**src/rtl/ex_mem_stage.sv**
```systemverilog
`default_nettype none
// ============================================================================
// Module   : ex_mem_stage
// Purpose  : RV32I execute stage (forwarding, ALU, branch/jump resolution)
//            followed by the EX/MEM pipeline register with a hold path.
// Revision : 1.0 - initial release
// ============================================================================
module ex_mem_stage #(
    parameter int XLEN = 32
) (
    input  logic            clk,
    input  logic            rst,
    input  logic            RegWriteE,
    input  logic            MemWriteE,
    input  logic            JumpE,
    input  logic            BranchE,
    input  logic            ALUSrcE,
    input  logic            ALUSrcAE,
    input  logic            JalrE,
    input  logic [1:0]      ResultSrcE,
    input  logic [4:0]      ALUControlE,
    input  logic [2:0]      funct3E,
    input  logic [XLEN-1:0] RD1E,
    input  logic [XLEN-1:0] RD2E,
    input  logic [XLEN-1:0] PCE,
    input  logic [XLEN-1:0] ImmExtE,
    input  logic [XLEN-1:0] PCPlus4E,
    input  logic [4:0]      RdE,
    input  logic [1:0]      ForwardAE,
    input  logic [1:0]      ForwardBE,
    input  logic [XLEN-1:0] ResultW,
    input  logic            StallM,
    output logic            PCSrcE,
    output logic [XLEN-1:0] PCTargetE,
    output logic            RegWriteM,
    output logic            MemWriteM,
    output logic [1:0]      ResultSrcM,
    output logic [2:0]      funct3M,
    output logic [XLEN-1:0] ALUResultM,
    output logic [XLEN-1:0] WriteDataM,
    output logic [XLEN-1:0] PCPlus4M,
    output logic [4:0]      RdM
);

    localparam logic [4:0] c_ALU_ADD   = 5'd0;
    localparam logic [4:0] c_ALU_SUB   = 5'd1;
    localparam logic [4:0] c_ALU_AND   = 5'd2;
    localparam logic [4:0] c_ALU_OR    = 5'd3;
    localparam logic [4:0] c_ALU_XOR   = 5'd4;
    localparam logic [4:0] c_ALU_SLT   = 5'd5;
    localparam logic [4:0] c_ALU_SLTU  = 5'd6;
    localparam logic [4:0] c_ALU_SLL   = 5'd7;
    localparam logic [4:0] c_ALU_SRL   = 5'd8;
    localparam logic [4:0] c_ALU_SRA   = 5'd9;
    localparam logic [4:0] c_ALU_PASSB = 5'd10;

    localparam logic [XLEN-1:0] c_ALIGN_MASK = {{(XLEN-1){1'b1}}, 1'b0};
    localparam logic [XLEN-2:0] c_ZERO_HI    = '0;

    logic [XLEN-1:0] r_alu_result_m;
    logic [XLEN-1:0] r_write_data_m;
    logic [XLEN-1:0] r_pc_plus4_m;
    logic [4:0]      r_rd_m;
    logic            r_reg_write_m;
    logic            r_mem_write_m;
    logic [1:0]      r_result_src_m;
    logic [2:0]      r_funct3_m;

    logic [XLEN-1:0] w_fwd_a;
    logic [XLEN-1:0] w_fwd_b;
    logic [XLEN-1:0] w_src_a;
    logic [XLEN-1:0] w_src_b;
    logic [4:0]      w_shamt;
    logic [XLEN-1:0] w_alu_result;
    logic            w_eq;
    logic            w_lt;
    logic            w_ltu;
    logic            w_cond;
    logic [XLEN-1:0] w_jalr_sum;
    logic [XLEN-1:0] w_pc_rel;

    // Forwarding from M reads the registered value, so a held (stalled) result still forwards.
    always_comb begin
        w_fwd_a = RD1E;
        case (ForwardAE)
            2'b01:   w_fwd_a = ResultW;
            2'b10:   w_fwd_a = r_alu_result_m;
            default: w_fwd_a = RD1E;
        endcase
    end

    always_comb begin
        w_fwd_b = RD2E;
        case (ForwardBE)
            2'b01:   w_fwd_b = ResultW;
            2'b10:   w_fwd_b = r_alu_result_m;
            default: w_fwd_b = RD2E;
        endcase
    end

    assign w_src_a = ALUSrcAE ? PCE : w_fwd_a;
    assign w_src_b = ALUSrcE ? ImmExtE : w_fwd_b;
    assign w_shamt = w_src_b[4:0];

    always_comb begin
        w_alu_result = '0;
        case (ALUControlE)
            c_ALU_ADD:   w_alu_result = w_src_a + w_src_b;
            c_ALU_SUB:   w_alu_result = w_src_a - w_src_b;
            c_ALU_AND:   w_alu_result = w_src_a & w_src_b;
            c_ALU_OR:    w_alu_result = w_src_a | w_src_b;
            c_ALU_XOR:   w_alu_result = w_src_a ^ w_src_b;
            c_ALU_SLT:   w_alu_result = {c_ZERO_HI, $signed(w_src_a) < $signed(w_src_b)};
            c_ALU_SLTU:  w_alu_result = {c_ZERO_HI, w_src_a < w_src_b};
            c_ALU_SLL:   w_alu_result = w_src_a << w_shamt;
            c_ALU_SRL:   w_alu_result = w_src_a >> w_shamt;
            c_ALU_SRA:   w_alu_result = $unsigned($signed(w_src_a) >>> w_shamt);
            c_ALU_PASSB: w_alu_result = w_src_b;
            default:     w_alu_result = '0;
        endcase
    end

    // Branch compare uses the forwarded registers, never the immediate operand.
    assign w_eq  = (w_fwd_a == w_fwd_b);
    assign w_lt  = ($signed(w_fwd_a) < $signed(w_fwd_b));
    assign w_ltu = (w_fwd_a < w_fwd_b);

    always_comb begin
        w_cond = 1'b0;
        case (funct3E)
            3'b000:  w_cond = w_eq;
            3'b001:  w_cond = ~w_eq;
            3'b100:  w_cond = w_lt;
            3'b101:  w_cond = ~w_lt;
            3'b110:  w_cond = w_ltu;
            3'b111:  w_cond = ~w_ltu;
            default: w_cond = 1'b0;
        endcase
    end

    assign w_jalr_sum = w_fwd_a + ImmExtE;
    assign w_pc_rel   = PCE + ImmExtE;
    assign PCSrcE     = JumpE | (BranchE & w_cond);
    assign PCTargetE  = JalrE ? (w_jalr_sum & c_ALIGN_MASK) : w_pc_rel;

    always_ff @(posedge clk) begin
        if (rst) begin
            r_alu_result_m <= '0;
            r_write_data_m <= '0;
            r_pc_plus4_m   <= '0;
            r_rd_m         <= '0;
            r_reg_write_m  <= 1'b0;
            r_mem_write_m  <= 1'b0;
            r_result_src_m <= '0;
            r_funct3_m     <= '0;
        end else if (!StallM) begin
            r_alu_result_m <= w_alu_result;
            r_write_data_m <= w_fwd_b;
            r_pc_plus4_m   <= PCPlus4E;
            r_rd_m         <= RdE;
            r_reg_write_m  <= RegWriteE;
            r_mem_write_m  <= MemWriteE;
            r_result_src_m <= ResultSrcE;
            r_funct3_m     <= funct3E;
        end
    end

    assign ALUResultM = r_alu_result_m;
    assign WriteDataM = r_write_data_m;
    assign PCPlus4M   = r_pc_plus4_m;
    assign RdM        = r_rd_m;
    assign RegWriteM  = r_reg_write_m;
    assign MemWriteM  = r_mem_write_m;
    assign ResultSrcM = r_result_src_m;
    assign funct3M    = r_funct3_m;

endmodule
`default_nettype wire

```
**config.mk**
```make
export PLATFORM = sky130hd
export DESIGN_NAME = ex_mem_stage
export DESIGN_NICKNAME = d
export VERILOG_FILES = /design/src/rtl/ex_mem_stage.sv
export SDC_FILE = /design/constraint.sdc
export NUM_CORES = 1
export LEC_CHECK = 0
export BUFFER_PORTS_ARGS = -buffer_cell sky130_fd_sc_hd__buf_2
export CAP_MARGIN = 20
export CORE_MARGIN = 2
export CORE_UTILIZATION = 45
export DETAILED_ROUTE_END_ITERATION = 7
export PLACE_DENSITY = 0.65
export SLEW_MARGIN = 0
export SYNTH_ARGS = -nofsm -noshare
export SYNTH_HDL_FRONTEND = slang
export SYNTH_SLANG_ARGS = --single-unit
```
**constraint.sdc**
```tcl
create_clock -name clk -period 6.3 [get_ports clk]
set_clock_uncertainty 0.05 [all_clocks]
set_input_delay 0.945 -clock clk [delete_from_list [all_inputs] [get_ports clk]]
set_output_delay 0.945 -clock clk [all_outputs]
set_load 0.02 [all_outputs]
```
==> flow_summary.ini <==
[outcome]
status = finished, final reports clean

[power_and_ir_drop]
swShare_pct = 52.43
p_leak_nw = 10.22
powerDensity_nw_per_um2 = 201.5
p_clk_share_pct = 14.3
combPwrFrac_pct = 68.4
ir_drop_mv = 0.1543
p_int_mw = 2.072
switchingPower_mw = 2.284
total_power_mw = 4.356
p_seq_share_pct = 17.3

[worst_setup_path]
cp.buffers_inverters = 4
r2r-start = ALUResultM[0]
crit_slowest_cell = o311ai_1
cp_max_fo = 17
worst-endpoint-required_ns = 5.30
worstPathArrival_ns = 5.13
end_kind = output port
r2r_setup_slack_ns = 1.42
r2r-end = ALUResultM[0]
slowest_delay_ns = 0.55
worst_r2r_path_depth = 19
crit_chain = buf_2, inv_1, ha_2, buf_4, mux2_2, ha_1, a21o_1, o311ai_1, a22oi_1, a31oi_2, o31ai_1, o41ai_1, xnor2_1, a211oi_1, xnor2_1, buf_2
worstSetupPathType = in -> out
cp_top_family = compound AO/OA/AOI/OAI gates
setup.worst_path.start_class = primary input

[global_route]
grt_usage_pct = 42.78
grt_pass1_wl_mm = 141.2
grt_overflow = 0
grt_antenna_before_repair = 1
grt_pass1_vias = 21930
grt_max_degree = 87

[worst_hold_path]
hold_class = reg -> reg
min_from = WriteDataM[23]
holdPathEnd = WriteDataM[23]
whs_path_depth = 2

[drt]
drt_iter0_drc = 3331
via_per_inst = 6.768
drc = 0
vias = 23538
routedWlPerCell_um = 27.88
dr.pass1.iters = 7
routed_wirelength_mm = 96.96
ant_nets = 0

[sta]
slew_violations = 0
max-slew-margin-rel_pct = 29.12
fmax_mhz = 163.1
finalCritPeriodShare_pct = 97.30
rsz0062_at_grt = no
hold_viol = 0
final-setup-viol-count = 0
worstMarginPinSlew_ns = 1.059
period_needed_ns = 6.130
tns_ns = 0
worst_slack_ns = 0.1704

[synth]
syn_area_um2 = 18670
yosysTopAreaCell = ha_1
yosys-top-cells-area = ha_1 13%, dfxtp_1 12%, mux2i_1 8.7%
yosysMostFrequentCell = nor2_1
yosysWarnings = 0
synth-main-ff-cell = dfxtp_1
yosys.area.top_type_share_pct = 13.00
synth_cell_types = 84
ys_seq_elements = 108
synthArstFlopShare_pct = 0
ys_top_cells_by_count = 318 x nor2_1, 250 x a21oi_1, 205 x nand2_1
seq_area_frac_synth_pct = 11.58
syn_nets = 3058
netlist_instances = 2639
avgSynthCellArea_um2 = 7.073
synth_edf_count = 0

[floorplan]
die_area_um2 = 43120
rows = 74
io_pins = 362
die_y_um = 207.7
core_um2 = 40920
die_w_um = 207.7
initial_utilization_pct = 45.61

[cts]
clk_latency_ns = 0.41
clock-root-buffer = clkbuf_16
holdBufCountCts = 0
cts_buffers = 9
cts_tree = yes
postCtsSetupBuffers = 0
cts.sinks = 108
cts.path.max_buffers = 2
cts.clk_slew.worst_paths_ns = 0.08
htree_levels = 3

[placement]
gp_congestion = 1.060
dp_hpwl_mm = 77.11
dp_slack_ns = 0.1576
portBuffers = 361
dp_cells = 3461

[finish]
area_delta_synth_final_pct = 15.81
n_fill_cell = 4161
final_cells = 3478
final_layout_size_suffix_gt1_share_pct = 19.86
nets = 3359

[job]
max-cap-violations = 0
==> area by class of cell <==
cell class	instances	area, um^2	share of cell area [%]
multi-input cells	2207	15290	70.72
repair buffers	473	2676	12.38
flip-flops and latches	108	2162	10.00
well taps	532	665.6	3.079
inverters	141	529.3	2.448
clock buffers	9	225.2	1.042
clock inverters	7	67.56	0.3126
diodes	1	2.502	0.01158
==> layout by cell type (no fill, tap or decap), types with 41 or more instances in the layout <==
cell type and count:
a211oi_1 45, a21o_1 67, a21oi_1 249, a221o_1 41
buf_2 359, buf_4 110, dfxtp_1 108, ha_1 193
inv_1 137, mux2i_1 163, nand2_1 205, nand2b_1 44
nor2_1 317, nor3_1 44, o21ai_0 200, xnor2_1 45
==> how the worst max path moves through the flow <==
stage / cells past startpoint / slack (ns) / to / startpoint
final: 16 / 0.17 / PCTargetE[31] / ForwardAE[0]
after CTS: 16 / 0.15 / PCTargetE[31] / ForwardAE[0]
after global routing: 16 / 0.005 / PCTargetE[31] / ForwardAE[0]
after detailed placement: 16 / 0.16 / PCTargetE[31] / ForwardAE[0]
after floorplan: 17 / 0.35 / PCTargetE[28] / ForwardAE[0]
after global placement: 17 / 0.24 / PCTargetE[28] / ForwardAE[0]
==> sequential cells by signal (all words and copies together) (netlist names) <==
name        cells
MemWriteM       1
ResultSrcM      2
WriteDataM     32
RegWriteM       1
PCPlus4M       32
RdM             5
funct3M         3
ALUResultM     32
==> tightest hold or removal path: cells and delay by family (launching register included) <==
family | cells | cell delay [ns]
AOI/OAI and AO/OA | 1 | 0.06
DFF | 1 | 0.33
and+or+nand+nor | 1 | 0.07
==> kinds of logic (layout without fill, tap and decap cells) <==
family	count (synthesis)	in the layout	synth area share, %
AO/OA/AOI/OAI	995	995	36.32
AND/OR/NAND/NOR	753	753	17.96
buffers and inverters	324	630	6.837
adder cells (fa/ha/maj)	198	198	13.43
multiplexers	197	197	10.87
flip-flops	108	108	11.58
XOR/XNOR	64	64	3.003
other	0	1	0
==> power groups by stage <==
stage               sequential [mW]  combinational, mW  clock (mW)
floorplan                     0.802               1.85           0
global placement              0.766               2.84           0
detailed placement            0.767               2.86           0
CTS                           0.752               2.87       0.626
global route                  0.756               3.17       0.649
finish                        0.754               2.98       0.622
==> metrics by stage <==
stage	hold WS (ns)	area (um^2)	utilization [%]
after floorplan	0.4995	18670	-
after global placement	0.4189	21290	52.03
after detailed placement	0.4224	21290	52.03
after CTS	0.4422	21590	52.75
after global routing	0.4584	21610	52.82
final	0.4400	21620	52.82
==> per-layer routing <==
layer,global-route usage (%),up-vias,share of wire [%]
met2,65.43,1654,43
li1,-,10445,-
met4,20.03,0,5.3
met1,56.91,11190,40
met5,0,-,0
met3,9.788,249,12
==> repair_timing <==
action,4_1_cts,5_1_grt
endpoints found under the hold margin,0,0
resized for setup,0,7
setup endpoints to repair,0,4
Power figures use the tool's default switching activity.
